<file path="src/rtl/store_buffer_pkg.sv">
// rtl/store_buffer_pkg.sv - shared types, funct3 codes and access helpers for the store buffer
package store_buffer_pkg;

    // Entry layout widths; the top-level DM_ADDRESS / DATA_W defaults track these.
    localparam int SB_ADDR_W = 9;
    localparam int SB_DATA_W = 32;

    localparam logic [2:0] F3_B  = 3'b000;
    localparam logic [2:0] F3_H  = 3'b001;
    localparam logic [2:0] F3_W  = 3'b010;
    localparam logic [2:0] F3_BU = 3'b100;
    localparam logic [2:0] F3_HU = 3'b101;

    typedef struct packed {
        logic [SB_ADDR_W-1:0] addr;
        logic [SB_DATA_W-1:0] data;
        logic [2:0]           funct3;
    } sb_entry_t;

    // Bytes touched by an access; the low two funct3 bits carry the size for loads and stores alike.
    function automatic logic [2:0] access_bytes(input logic [2:0] funct3);
        case (funct3[1:0])
            2'b00:   access_bytes = 3'd1;
            2'b01:   access_bytes = 3'd2;
            default: access_bytes = 3'd4;
        endcase
    endfunction

    // Stores other than SB/SH behave as SW, so the buffered entry carries SW for them.
    function automatic logic [2:0] normalize_store_f3(input logic [2:0] funct3);
        case (funct3)
            F3_B:    normalize_store_f3 = F3_B;
            F3_H:    normalize_store_f3 = F3_H;
            default: normalize_store_f3 = F3_W;
        endcase
    endfunction

    // Truncate forwarded store data to the load width and sign/zero-extend it.
    function automatic logic [SB_DATA_W-1:0] extend_load(input logic [SB_DATA_W-1:0] data,
                                                         input logic [2:0]           funct3);
        case (funct3)
            F3_B:    extend_load = {{(SB_DATA_W-8){data[7]}}, data[7:0]};
            F3_H:    extend_load = {{(SB_DATA_W-16){data[15]}}, data[15:0]};
            F3_BU:   extend_load = {{(SB_DATA_W-8){1'b0}}, data[7:0]};
            F3_HU:   extend_load = {{(SB_DATA_W-16){1'b0}}, data[15:0]};
            default: extend_load = data;
        endcase
    endfunction

endpackage

</file>
<file path="src/rtl/sb_forward.sv">
// rtl/sb_forward.sv - youngest-match RAW forwarding search over buffered stores
module sb_forward
    import store_buffer_pkg::*;
#(
    parameter  int DEPTH = 4,
    localparam int PTR_W = $clog2(DEPTH),
    localparam int CNT_W = PTR_W + 1
) (
    input  sb_entry_t              entries_i [DEPTH],
    input  logic [PTR_W-1:0]       rd_ptr_i,
    input  logic [CNT_W-1:0]       count_i,
    input  logic                   ld_valid_i,
    input  logic [SB_ADDR_W-1:0]   ld_addr_i,
    input  logic [2:0]             ld_funct3_i,
    output logic                   ld_hit_o,
    output logic                   ld_stall_o,
    output logic [SB_DATA_W-1:0]   ld_data_o
);

    logic             found;
    logic [PTR_W-1:0] idx;
    logic [PTR_W-1:0] hit_idx;
    sb_entry_t        youngest;
    logic [2:0]       st_bytes;
    logic [2:0]       ld_bytes;

    // Walk live entries oldest to youngest; a later match overrides, so the youngest wins.
    always_comb begin
        found   = 1'b0;
        hit_idx = '0;
        idx     = '0;
        for (int k = 0; k < DEPTH; k++) begin
            idx = rd_ptr_i + PTR_W'(k);
            if ((CNT_W'(k) < count_i) && (entries_i[idx].addr == ld_addr_i)) begin
                found   = 1'b1;
                hit_idx = idx;
            end
        end
    end

    // A wide-enough store forwards; a narrower one forces the load to wait for memory.
    always_comb begin
        youngest   = entries_i[hit_idx];
        st_bytes   = access_bytes(youngest.funct3);
        ld_bytes   = access_bytes(ld_funct3_i);
        ld_hit_o   = ld_valid_i && found && (st_bytes >= ld_bytes);
        ld_stall_o = ld_valid_i && found && (st_bytes < ld_bytes);
        ld_data_o  = ld_hit_o ? extend_load(youngest.data, ld_funct3_i) : '0;
    end

endmodule

</file>
<file path="src/rtl/store_buffer.sv">
// rtl/store_buffer.sv - pending-store FIFO between EX/MEM and datamemory with load forwarding
module store_buffer
    import store_buffer_pkg::*;
#(
    parameter  int DEPTH      = 4,
    parameter  int DM_ADDRESS = SB_ADDR_W,
    parameter  int DATA_W     = SB_DATA_W,
    localparam int PTR_W      = $clog2(DEPTH),
    localparam int CNT_W      = PTR_W + 1
) (
    input  logic                  clk,
    input  logic                  reset,
    input  logic                  st_valid,
    input  logic [DM_ADDRESS-1:0] st_addr,
    input  logic [DATA_W-1:0]     st_data,
    input  logic [2:0]            st_funct3,
    output logic                  st_ready,
    input  logic                  ld_valid,
    input  logic [DM_ADDRESS-1:0] ld_addr,
    input  logic [2:0]            ld_funct3,
    output logic                  ld_hit,
    output logic [DATA_W-1:0]     ld_data,
    output logic                  ld_stall,
    input  logic                  drain,
    output logic                  dm_MemWrite,
    output logic [DM_ADDRESS-1:0] dm_a,
    output logic [DATA_W-1:0]     dm_wd,
    output logic [2:0]            dm_Funct3,
    output logic                  empty,
    output logic [CNT_W-1:0]      count
);

    sb_entry_t        entries_q [DEPTH];
    sb_entry_t        st_entry;
    sb_entry_t        head;
    logic [PTR_W-1:0] wr_ptr_q, wr_ptr_d;
    logic [PTR_W-1:0] rd_ptr_q, rd_ptr_d;
    logic [CNT_W-1:0] count_q, count_d;
    logic             push;
    logic             pop;
    logic             fwd_stall;

    assign empty    = (count_q == '0);
    assign st_ready = (count_q != CNT_W'(DEPTH));
    assign count    = count_q;
    assign push     = st_valid && st_ready;
    // The port is free unless a load wants it; a stalled load yields it so its blocker can drain.
    assign pop      = !empty && (drain || !ld_valid || fwd_stall);
    assign ld_stall = fwd_stall;

    assign st_entry.addr   = st_addr;
    assign st_entry.data   = st_data;
    assign st_entry.funct3 = normalize_store_f3(st_funct3);

    // Next-state pointers and occupancy; simultaneous push and pop leaves count unchanged.
    always_comb begin
        wr_ptr_d = wr_ptr_q;
        rd_ptr_d = rd_ptr_q;
        count_d  = count_q;
        if (push) begin
            wr_ptr_d = wr_ptr_q + PTR_W'(1);
        end
        if (pop) begin
            rd_ptr_d = rd_ptr_q + PTR_W'(1);
        end
        case ({push, pop})
            2'b10:   count_d = count_q + CNT_W'(1);
            2'b01:   count_d = count_q - CNT_W'(1);
            default: count_d = count_q;
        endcase
    end

    // Pointer and occupancy registers; reset discards every pending store.
    always_ff @(posedge clk or negedge reset) begin
        if (!reset) begin
            wr_ptr_q <= '0;
            rd_ptr_q <= '0;
            count_q  <= '0;
        end else begin
            wr_ptr_q <= wr_ptr_d;
            rd_ptr_q <= rd_ptr_d;
            count_q  <= count_d;
        end
    end

    // Entry storage needs no reset: only slots inside [rd_ptr, rd_ptr+count) are ever read.
    always_ff @(posedge clk) begin
        if (push) begin
            entries_q[wr_ptr_q] <= st_entry;
        end
    end

    assign head        = entries_q[rd_ptr_q];
    assign dm_MemWrite = pop;
    assign dm_a        = empty ? '0 : head.addr;
    assign dm_wd       = empty ? '0 : head.data;
    assign dm_Funct3   = empty ? '0 : head.funct3;

    sb_forward #(
        .DEPTH (DEPTH)
    ) u_forward (
        .entries_i   (entries_q),
        .rd_ptr_i    (rd_ptr_q),
        .count_i     (count_q),
        .ld_valid_i  (ld_valid),
        .ld_addr_i   (ld_addr),
        .ld_funct3_i (ld_funct3),
        .ld_hit_o    (ld_hit),
        .ld_stall_o  (fwd_stall),
        .ld_data_o   (ld_data)
    );

endmodule

</file>
<file path="config.mk">
export PLATFORM = sky130hd
export DESIGN_NAME = store_buffer
export DESIGN_NICKNAME = d
export VERILOG_FILES = /design/src/rtl/store_buffer_pkg.sv /design/src/rtl/sb_forward.sv /design/src/rtl/store_buffer.sv
export SDC_FILE = /design/constraint.sdc
export NUM_CORES = 1
export LEC_CHECK = 0
export BUFFER_PORTS_ARGS = -buffer_cell sky130_fd_sc_hd__clkbuf_2
export CORE_MARGIN = 1.5
export CORE_UTILIZATION = 57
export DETAILED_ROUTE_END_ITERATION = 10
export PLACE_DENSITY_LB_ADDON = 0.15
export SLEW_MARGIN = 20
export SYNTH_ARGS = -nofsm -noshare
export SYNTH_HDL_FRONTEND = slang
export SYNTH_HIERARCHICAL = 1
export SYNTH_SLANG_ARGS = --single-unit
</file>
<file path="constraint.sdc">
create_clock -name clk -period 6.5 [get_ports clk]
set_input_delay 0.65 -clock clk [delete_from_list [all_inputs] [get_ports clk]]
set_output_delay 0.65 -clock clk [all_outputs]
set_load 0.02 [all_outputs]
</file>
# [Word-level counts from Yosys, hierarchy flattened]
# Cells that the tools add are included.
[totals] inputBits=61 elab_cells=108 output_inout_bits=84 regBits=183
[classes] add_sub_neg=6 bitwise_logic=6 mux=35 magnitude_cmp=13 reduce_logical=20 n_eq_ne=13
[ops] operator="binary-select mux 44 bit (select 2 bit)" count=5
[ops] operator="two-way mux 44 bit" count=9
[ops] operator="bitwise mux 176 bit" count=1
[ops] operator="one-hot mux 32 bit (4 select lines)" count=1
[ops] operator="demux 44 bit (select 2 bit)" count=1
[ops] operator="two-way mux 35 bit" count=2
[ops] operator="two-way mux 32 bit" count=2
[ops] operator="== test 9 bit" count=4
[ops] operator=">= comparator 3 bit (second input constant)" count=6
[ops] operator="NOT 2 -> 3 bit" count=6
[ops] operator="one-hot mux 3 bit (2 select lines)" count=3
[ops] operator="logical AND 1 bit" count=10
[ops] operator="logical NOT 3 bit" count=3
[ops] operator="two-way mux 9 bit" count=1
[ops] operator="two-way mux 2 bit" count=4
[ops] operator="== test 2 x 1 -> 1 bit (second input constant)" count=3
[ops] operator="== test 3 x 1 -> 1 bit (second input constant)" count=2
[ops] operator="== test 3 bit (second input constant)" count=2
[ops] operator="less-than comparator 1 x 3 -> 1 bit (first input constant)" count=2
[ops] operator="less-than comparator 2 x 3 -> 1 bit (first input constant)" count=2
[ops] operator="adder 2 x 1 -> 2 bit (second input constant)" count=2
[ops] operator="adder 2 bit (second input constant)" count=2
[ops] operator="logical NOT 2 bit" count=2
[ops] operator="two-way mux 1 bit" count=4
[ops] operator="12 further kinds" count=14

# [Depth between registers and ports, before layout]
[logic_depth] depth_word=22 mapped_depth=28 depth_no_buf=23

# [Modules after synthesis]
# Netlist, hierarchy kept.
[modules_own_cells] module="store_buffer" area_per_inst_um2=6960.4 n_inst=1 cells_per_inst=316 seq_area_each_um2=5340.1
[modules_own_cells] module="sb_forward" area_per_inst_um2=2427.3 n_inst=1 cells_per_inst=287 seq_area_each_um2=0.0

# [Least setup slack after synthesis]
# No wires, ideal clock.
[synth_path] path_type="reg-to-reg" startpoint="register rd_ptr_q[0]" endpoint="register count_q[2], in the netlist count[2]" n_path_buf=5 t_arrival_ns=5.631 stages_incl_launch_ff=29 setup_slack_ns=0.789 synth_period_minus_slack_ns=5.711 setup_ns=0.081 required_ns=6.419 cell_sequence="dfrtp_1 > buf_6 > buf_6 > buf_4 > mux2i_1 > xnor2_1 > nor2_1 > a32oi_1 > nor3_1 > or2_1 > o32ai_1 > a31oi_4 > buf_4 > buf_6 > mux2i_1 > mux2i_1 > nor2b_1 > ha_1 > nor2b_1 > o21a_1 > nor3_1 > nor2_1 > a21oi_1 > ha_1 > inv_1 > fa_1 > xor2_1 > nor2_1 > xor2_1"
[synth_via] elab_chain_cells=22 elab_cells_between_ends=51 classes_between="add/sub (3); order compare (1); eq/ne (7); mux (25); bitwise (5); reduce/logical (10)"
[synth_lines] element="start, declared" line="store_buffer.sv:37" text="logic [PTR_W-1:0] rd_ptr_q, rd_ptr_d;"
[synth_lines] element="start signal, assigned" line="store_buffer.sv:81" text="rd_ptr_q <= rd_ptr_d;"
[synth_lines] element="adder 2 x 1 -> 2 bit / NOT 2 -> 3 bit (equally long branches)" line="sb_forward.sv:33, sb_forward.sv:34"
[synth_lines] element="NOT 2 -> 3 bit (not written as such) / binary-select mux 44 bit (select 2 bit) (equally long branches)" line="sb_forward.sv:34" text="if ((CNT_W'(k) < count_i) && (entries_i[idx].addr == ld_addr_i)) begin"
[synth_lines] element="binary-select mux 44 bit (select 2 bit) / two-way mux 44 bit (equally long branches)" line="sb_forward.sv:34"
[synth_lines] element="two-way mux 44 bit (not written as such)" line="sb_forward.sv:34"
[synth_lines] element="two-way mux 44 bit (not written as such) / == test 9 bit (equally long branches)" line="sb_forward.sv:34"
[synth_lines] element="== test 9 bit / logical AND 1 bit (equally long branches)" line="sb_forward.sv:34"
[synth_lines] element="logical AND 1 bit / two-way mux 2 bit (equally long branches)" line="sb_forward.sv:34"
[synth_lines] element="two-way mux 2 bit (3 in a row)" line="sb_forward.sv:34"
[synth_lines] element="(+6 left out)"
[synth_lines] element="less-than comparator 3 bit" line="sb_forward.sv:47" text="ld_stall_o = ld_valid_i && found && (st_bytes < ld_bytes);"
[synth_lines] element="logical AND 1 bit *" line="sb_forward.sv:47"
[synth_lines] element="net ld_stall" line="store_buffer.sv:23" text="output logic ld_stall,"
[synth_lines] element="logical OR 1 bit *" line="store_buffer.sv:48" text="assign pop = !empty && (drain || !ld_valid || fwd_stall);"
[synth_lines] element="logical AND 1 bit *" line="store_buffer.sv:48"
[synth_lines] element="net dm_MemWrite" line="store_buffer.sv:25" text="output logic dm_MemWrite,"
[synth_lines] element="== test 2 x 1 -> 1 bit / == test 2 bit (equally long branches)" line="store_buffer.sv:66" text="case ({push, pop})"
[synth_lines] element="one-hot mux 3 bit (2 select lines) / nonzero test 2 bit (equally long branches)"
[synth_lines] element="end signal, assigned" line="store_buffer.sv:82" text="count_q <= count_d;"
[synth_lines] element="end, declared" line="store_buffer.sv:38" text="logic [CNT_W-1:0] count_q, count_d;"
# The timed path passes the listed nets; every way through them passes the cells marked *. The select of a mux whose other input is x is not followed.
# A chain may end at the register's enable or synchronous reset.

# [Final worst setup path]
[layout_path] startpoint="register rd_ptr_q[0]" endpoint="output ld_data[9]"
[layout_via] elab_chain_cells=19 elab_cells_between_ends=47 classes_between="add/sub (3); order compare (1); eq/ne (5); mux (26); bitwise (5); reduce/logical (7)"
[layout_lines] element="adder 2 x 1 -> 2 bit / NOT 2 -> 3 bit (equally long branches)" line="sb_forward.sv:33, sb_forward.sv:34"
[layout_lines] element="NOT 2 -> 3 bit (not written as such) / binary-select mux 44 bit (select 2 bit) (equally long branches)" line="sb_forward.sv:34"
[layout_lines] element="binary-select mux 44 bit (select 2 bit) / two-way mux 44 bit (equally long branches)" line="sb_forward.sv:34"
[layout_lines] element="two-way mux 44 bit (not written as such)" line="sb_forward.sv:34"
[layout_lines] element="two-way mux 44 bit (not written as such) / == test 9 bit (equally long branches)" line="sb_forward.sv:34"
[layout_lines] element="== test 9 bit / logical AND 1 bit (equally long branches)" line="sb_forward.sv:34"
[layout_lines] element="logical AND 1 bit / two-way mux 2 bit (equally long branches)" line="sb_forward.sv:34"
[layout_lines] element="two-way mux 2 bit (3 in a row)" line="sb_forward.sv:34"
[layout_lines] element="NOT 2 -> 3 bit (not written as such)" line="sb_forward.sv:43" text="youngest = entries_i[hit_idx];"
[layout_lines] element="binary-select mux 44 bit (select 2 bit)" line="sb_forward.sv:43"
[layout_lines] element="two-way mux 35 bit (not written as such) (2 in a row)" line="sb_forward.sv:43"
[layout_lines] element="== test 2 x 1 -> 1 bit / logical NOT 2 bit (equally long branches)" line="store_buffer_pkg.sv:22" text="case (funct3[1:0])"
[layout_lines] element="one-hot mux 3 bit (2 select lines)" line="store_buffer_pkg.sv:22"
[layout_lines] element=">= comparator 3 bit" line="sb_forward.sv:46" text="ld_hit_o = ld_valid_i && found && (st_bytes >= ld_bytes);"
[layout_lines] element="logical AND 1 bit" line="sb_forward.sv:46"
[layout_lines] element="two-way mux 32 bit *" line="sb_forward.sv:48" text="ld_data_o = ld_hit_o ? extend_load(youngest.data, ld_funct3_i) : '0;"
[layout_lines] element="end, declared" line="store_buffer.sv:22" text="output logic [DATA_W-1:0] ld_data,"
# Mark *: on every way between the ends. The rest lies on a longest branch, timed or not. The select of a mux whose other input is x is not followed.

==> impl_metrics.yaml <==
logic_synthesis:
  yosysUniqueCellTypes: 54
  syn_area_per_cell_sq_um: 15.6
  synth_compound_area_share_pct: 3.89
  synth_top_area_share_pct: 55.0
  async_reset_ff_share_pct: 3.91
  synth.most_common_cell: "edfxtp_1"
  synth_xor_area_share_pct: 4.11
  post_synth_most_frequent_cells: "edfxtp_1, mux2i_1, mux4_2, nor2b_1, nand2_1"
  synth-seq-area-share_pct: 56.9
  ys.flop_type: "edfxtp_1"
  synth_mux_area_share_pct: 22.1
  ys_seq_elements: 179
  yosysTopAreaCell: "edfxtp_1"
  synth_edf_count: 172
  netlist_area_sq_um: 9390
  syn_nets: 673
  yosysWarnings: 6
  synth_top_family_by_area: "multiplexers"
  yosys-top-cells-area: "edfxtp_1, mux4_2, mux2i_1, nor2b_1, xnor2_1"
  synthCells: 603
  synth-simple-area-share_pct: 8.46
  synthAdderAreaFrac_pct: 1.28
worst_setup_path:
  cpPeakStageDelay_ns: 0.61
  crit_start: "rd_ptr_q[0]"
  endpoint_kind: "primary output"
  cp.required_ns: 5.85
  cp_max_fo: 15
  crit_type: "flip-flop to primary output"
  critical-path-slowest-cell: "dfrtp_4"
  r2r-start: "rd_ptr_q[0]"
  crit_path_start_kind: "flip-flop"
  arrival_ns: 5.51
  r2r-end: "count[2]"
  reg2reg_slack_ns: 0.89
  path_cells: "buf_8 -> mux2i_1 -> xnor2_1 -> nor2_1 -> and4b_1 -> o22a_1 -> or2_1 -> o32ai_1 -> a31oi_4 -> mux2i_1 -> mux2i_1 -> or2_1 -> ha_1 -> nand2b_1 -> a21o_1 -> a21oi_1 -> or2_1 -> or3_1 -> o221ai_1 -> clkbuf_2"
  r2r_cells: 24
layout:
  drive_above_1_share_pct: 35.2
  multi_input_area_sq_um: 3770
  antenna-diode-count: 0
  syn_to_final_growth_pct: 15.7
  utilization_pct: 67.9
  nNetsFinal: 815
  final_area_sq_um: 10900
  area.sequential_sq_um: 5350
  nFillCells: 1152
routing:
  drt-initial-drc-count: 461
  dr.pass1.iters: 5
  wirelength_mm: 21.1
  avgRoutedWirePerCell_um: 21.6
  drcViolationCount: 0
  vias: 5844
  drtAntennaViolNets: 0
  avgViaCountPerCell: 6.00
floorplan:
  initial_utilization_pct: 58.7
  die_area_sq_um: 17200
  io_pins: 145
  die_height_um: 131
  die_w_um: 131
  core_area_sq_um: 16000
  row_count: 46
clocking:
  cts_tree: "yes"
  numCtsBuffers: 17
  cts_sinks: 179
  clk_pin_slew_ns: 0.06
  root_buffer: "clkbuf_16"
  htreeDepth: 4
  clockBufferDepth: 2
  clock_latency_ns: 0.44
sta:
  hold_ws_ns: 0.0418
  timing.final.ws_setup_ns: 0.341
  fmax_mhz: 162
  worst_pin_slew_ns: 1.09
  min_period_over_period_pct: 94.8
  finalSetupViolCount: 0
  fin_setup_tns_ns: 0
  rsz0062_at_grt: "false"
  min_period_ns: 6.16
  fin_skew_ns: 0.00881
  drv_slew: 0
  final_hold_viol_count: 0
  relSlewSlack_pct: 27.4
pwr:
  p_leak_nw: 4.32
  power_density_nw_per_um2: 451
  ir_drop_uv: 267
placement:
  dp_hpwl_mm: 13.3
  post-place-ws_ns: 0.315
  place_congestion: 0.812
  dpl_cell_area_sq_um: 10200
  port_buffers: 143
grt:
  grt_max_degree: 44
  grt_pass1_wl_mm: 33.7
  antenna_found_initial: 0
  grt.overflow.total: 0
  grt_usage_pct: 25.7
  grt_pass1_vias: 6234
flow_run:
  cap_violations: 0
hold_path:
  hold_path.class: "primary input to async pin"
outcome:
  status: "finished clean"
flip-flops by register name (all words and copies together), names as in the netlist:
signal	flops
rd_ptr_q	2
count	3
wr_ptr_q	2
entries_q	172
per-stage QoR:
| step | total power [mW] | instances |
|---|---|---|
| after floorplan | 3.35 | 603 |
| after detailed placement | 3.91 | 938 |
| final | 4.90 | 974 |
| after global placement | 3.86 | 938 |
| after global routing | 5.15 | 974 |
| after CTS | 4.92 | 971 |
worst max-delay path: cells and delay by family (launching register included):
family,cells,cell delay [ns]
AOI/OAI and AO/OA,6,1.27
adders and majority gates,1,0.26
DFF,1,0.61
buffers and inverters,2,0.45
muxes,3,0.59
xor gates and xnor gates,1,0.15
and+or+nand+nor,7,1.69
cells in the final DEF, fill, tap and decap left out, drive strengths merged, types with 2 or more instances in the layout:
| cell type | n |
|---|---|
| edfxtp | 172 |
| clkbuf | 162 |
| mux2i | 72 |
| mux4 | 59 |
| nor2b | 53 |
| nand2 | 41 |
| xnor2 | 27 |
| inv | 20 |
| xor2 | 17 |
| buf | 17 |
| a211oi | 15 |
| nor2 | 13 |
| ha | 8 |
| nor3 | 8 |
| o221ai | 7 |
| dfrtp | 7 |
| and3 | 6 |
| a21oi | 5 |
| nand3 | 4 |
| nor4 | 4 |
| or2 | 4 |
| o21ai | 4 |
| clkinv | 3 |
| and2 | 3 |
| nand2b | 2 |
| o32ai | 2 |
| a21o | 2 |
| or3 | 2 |
| a22oi | 2 |
cell type report:
| type | instances | share of cell area, % |
|---|---|---|
| inverters | 11 | 0.380 |
| clock buffers | 19 | 3.99 |
| clock inverters | 13 | 1.24 |
| repair buffers | 160 | 7.95 |
| multi-input cells | 376 | 34.7 |
| flip-flops and latches | 179 | 49.2 |
| well taps | 216 | 2.49 |
power breakdown:
part,switching [mW],total (mW),internal [mW]
Combinational,1.25,2.20,0.950
Clock,0.451,0.992,0.541
Sequential,0.169,1.71,1.54
Total,1.87,4.90,3.03
layer usage:
metal  global-route usage, %  vias up  routed length, um
met5                       0        -                  0
met4                    8.27        0                360
met3                    7.02       28               1420
met2                    43.5      250              10900
met1                    32.3     2937               8400
li1                        -     2629                  -
kinds of logic after synthesis:
| logic type | Yosys count |
|---|---|
| AOI/OAI and AO/OA | 45 |
| xor gates and xnor gates | 44 |
| adders and majority gates | 9 |
| buffers and inverters | 48 |
| DFF | 179 |
| muxes | 132 |
| other | 1 |
| and+or+nand+nor | 145 |
how the worst max path moves through the flow:
stage          depth (start not counted)  slack (ns)           to
2_1_floorplan                         28        0.79     count[2]
3_3_place_gp                          20        0.53   ld_data[8]
3_5_place_dp                          20        0.32   ld_data[9]
4_1_cts                               20        0.12   ld_data[9]
5_1_grt                               23        0.02  ld_data[26]
6_report                              20        0.34   ld_data[9]
timing repair:
item | in CTS | in global routing
setup buffers | 1 | 3
hold endpoints to repair | 0 | 0
gates resized for setup | 0 | 2
hold buffers | 0 | 0
endpoints found under the setup margin | 23 | 23
pin swaps | 0 | 1
No activity file was read; power rests on OpenSTA's default activity.
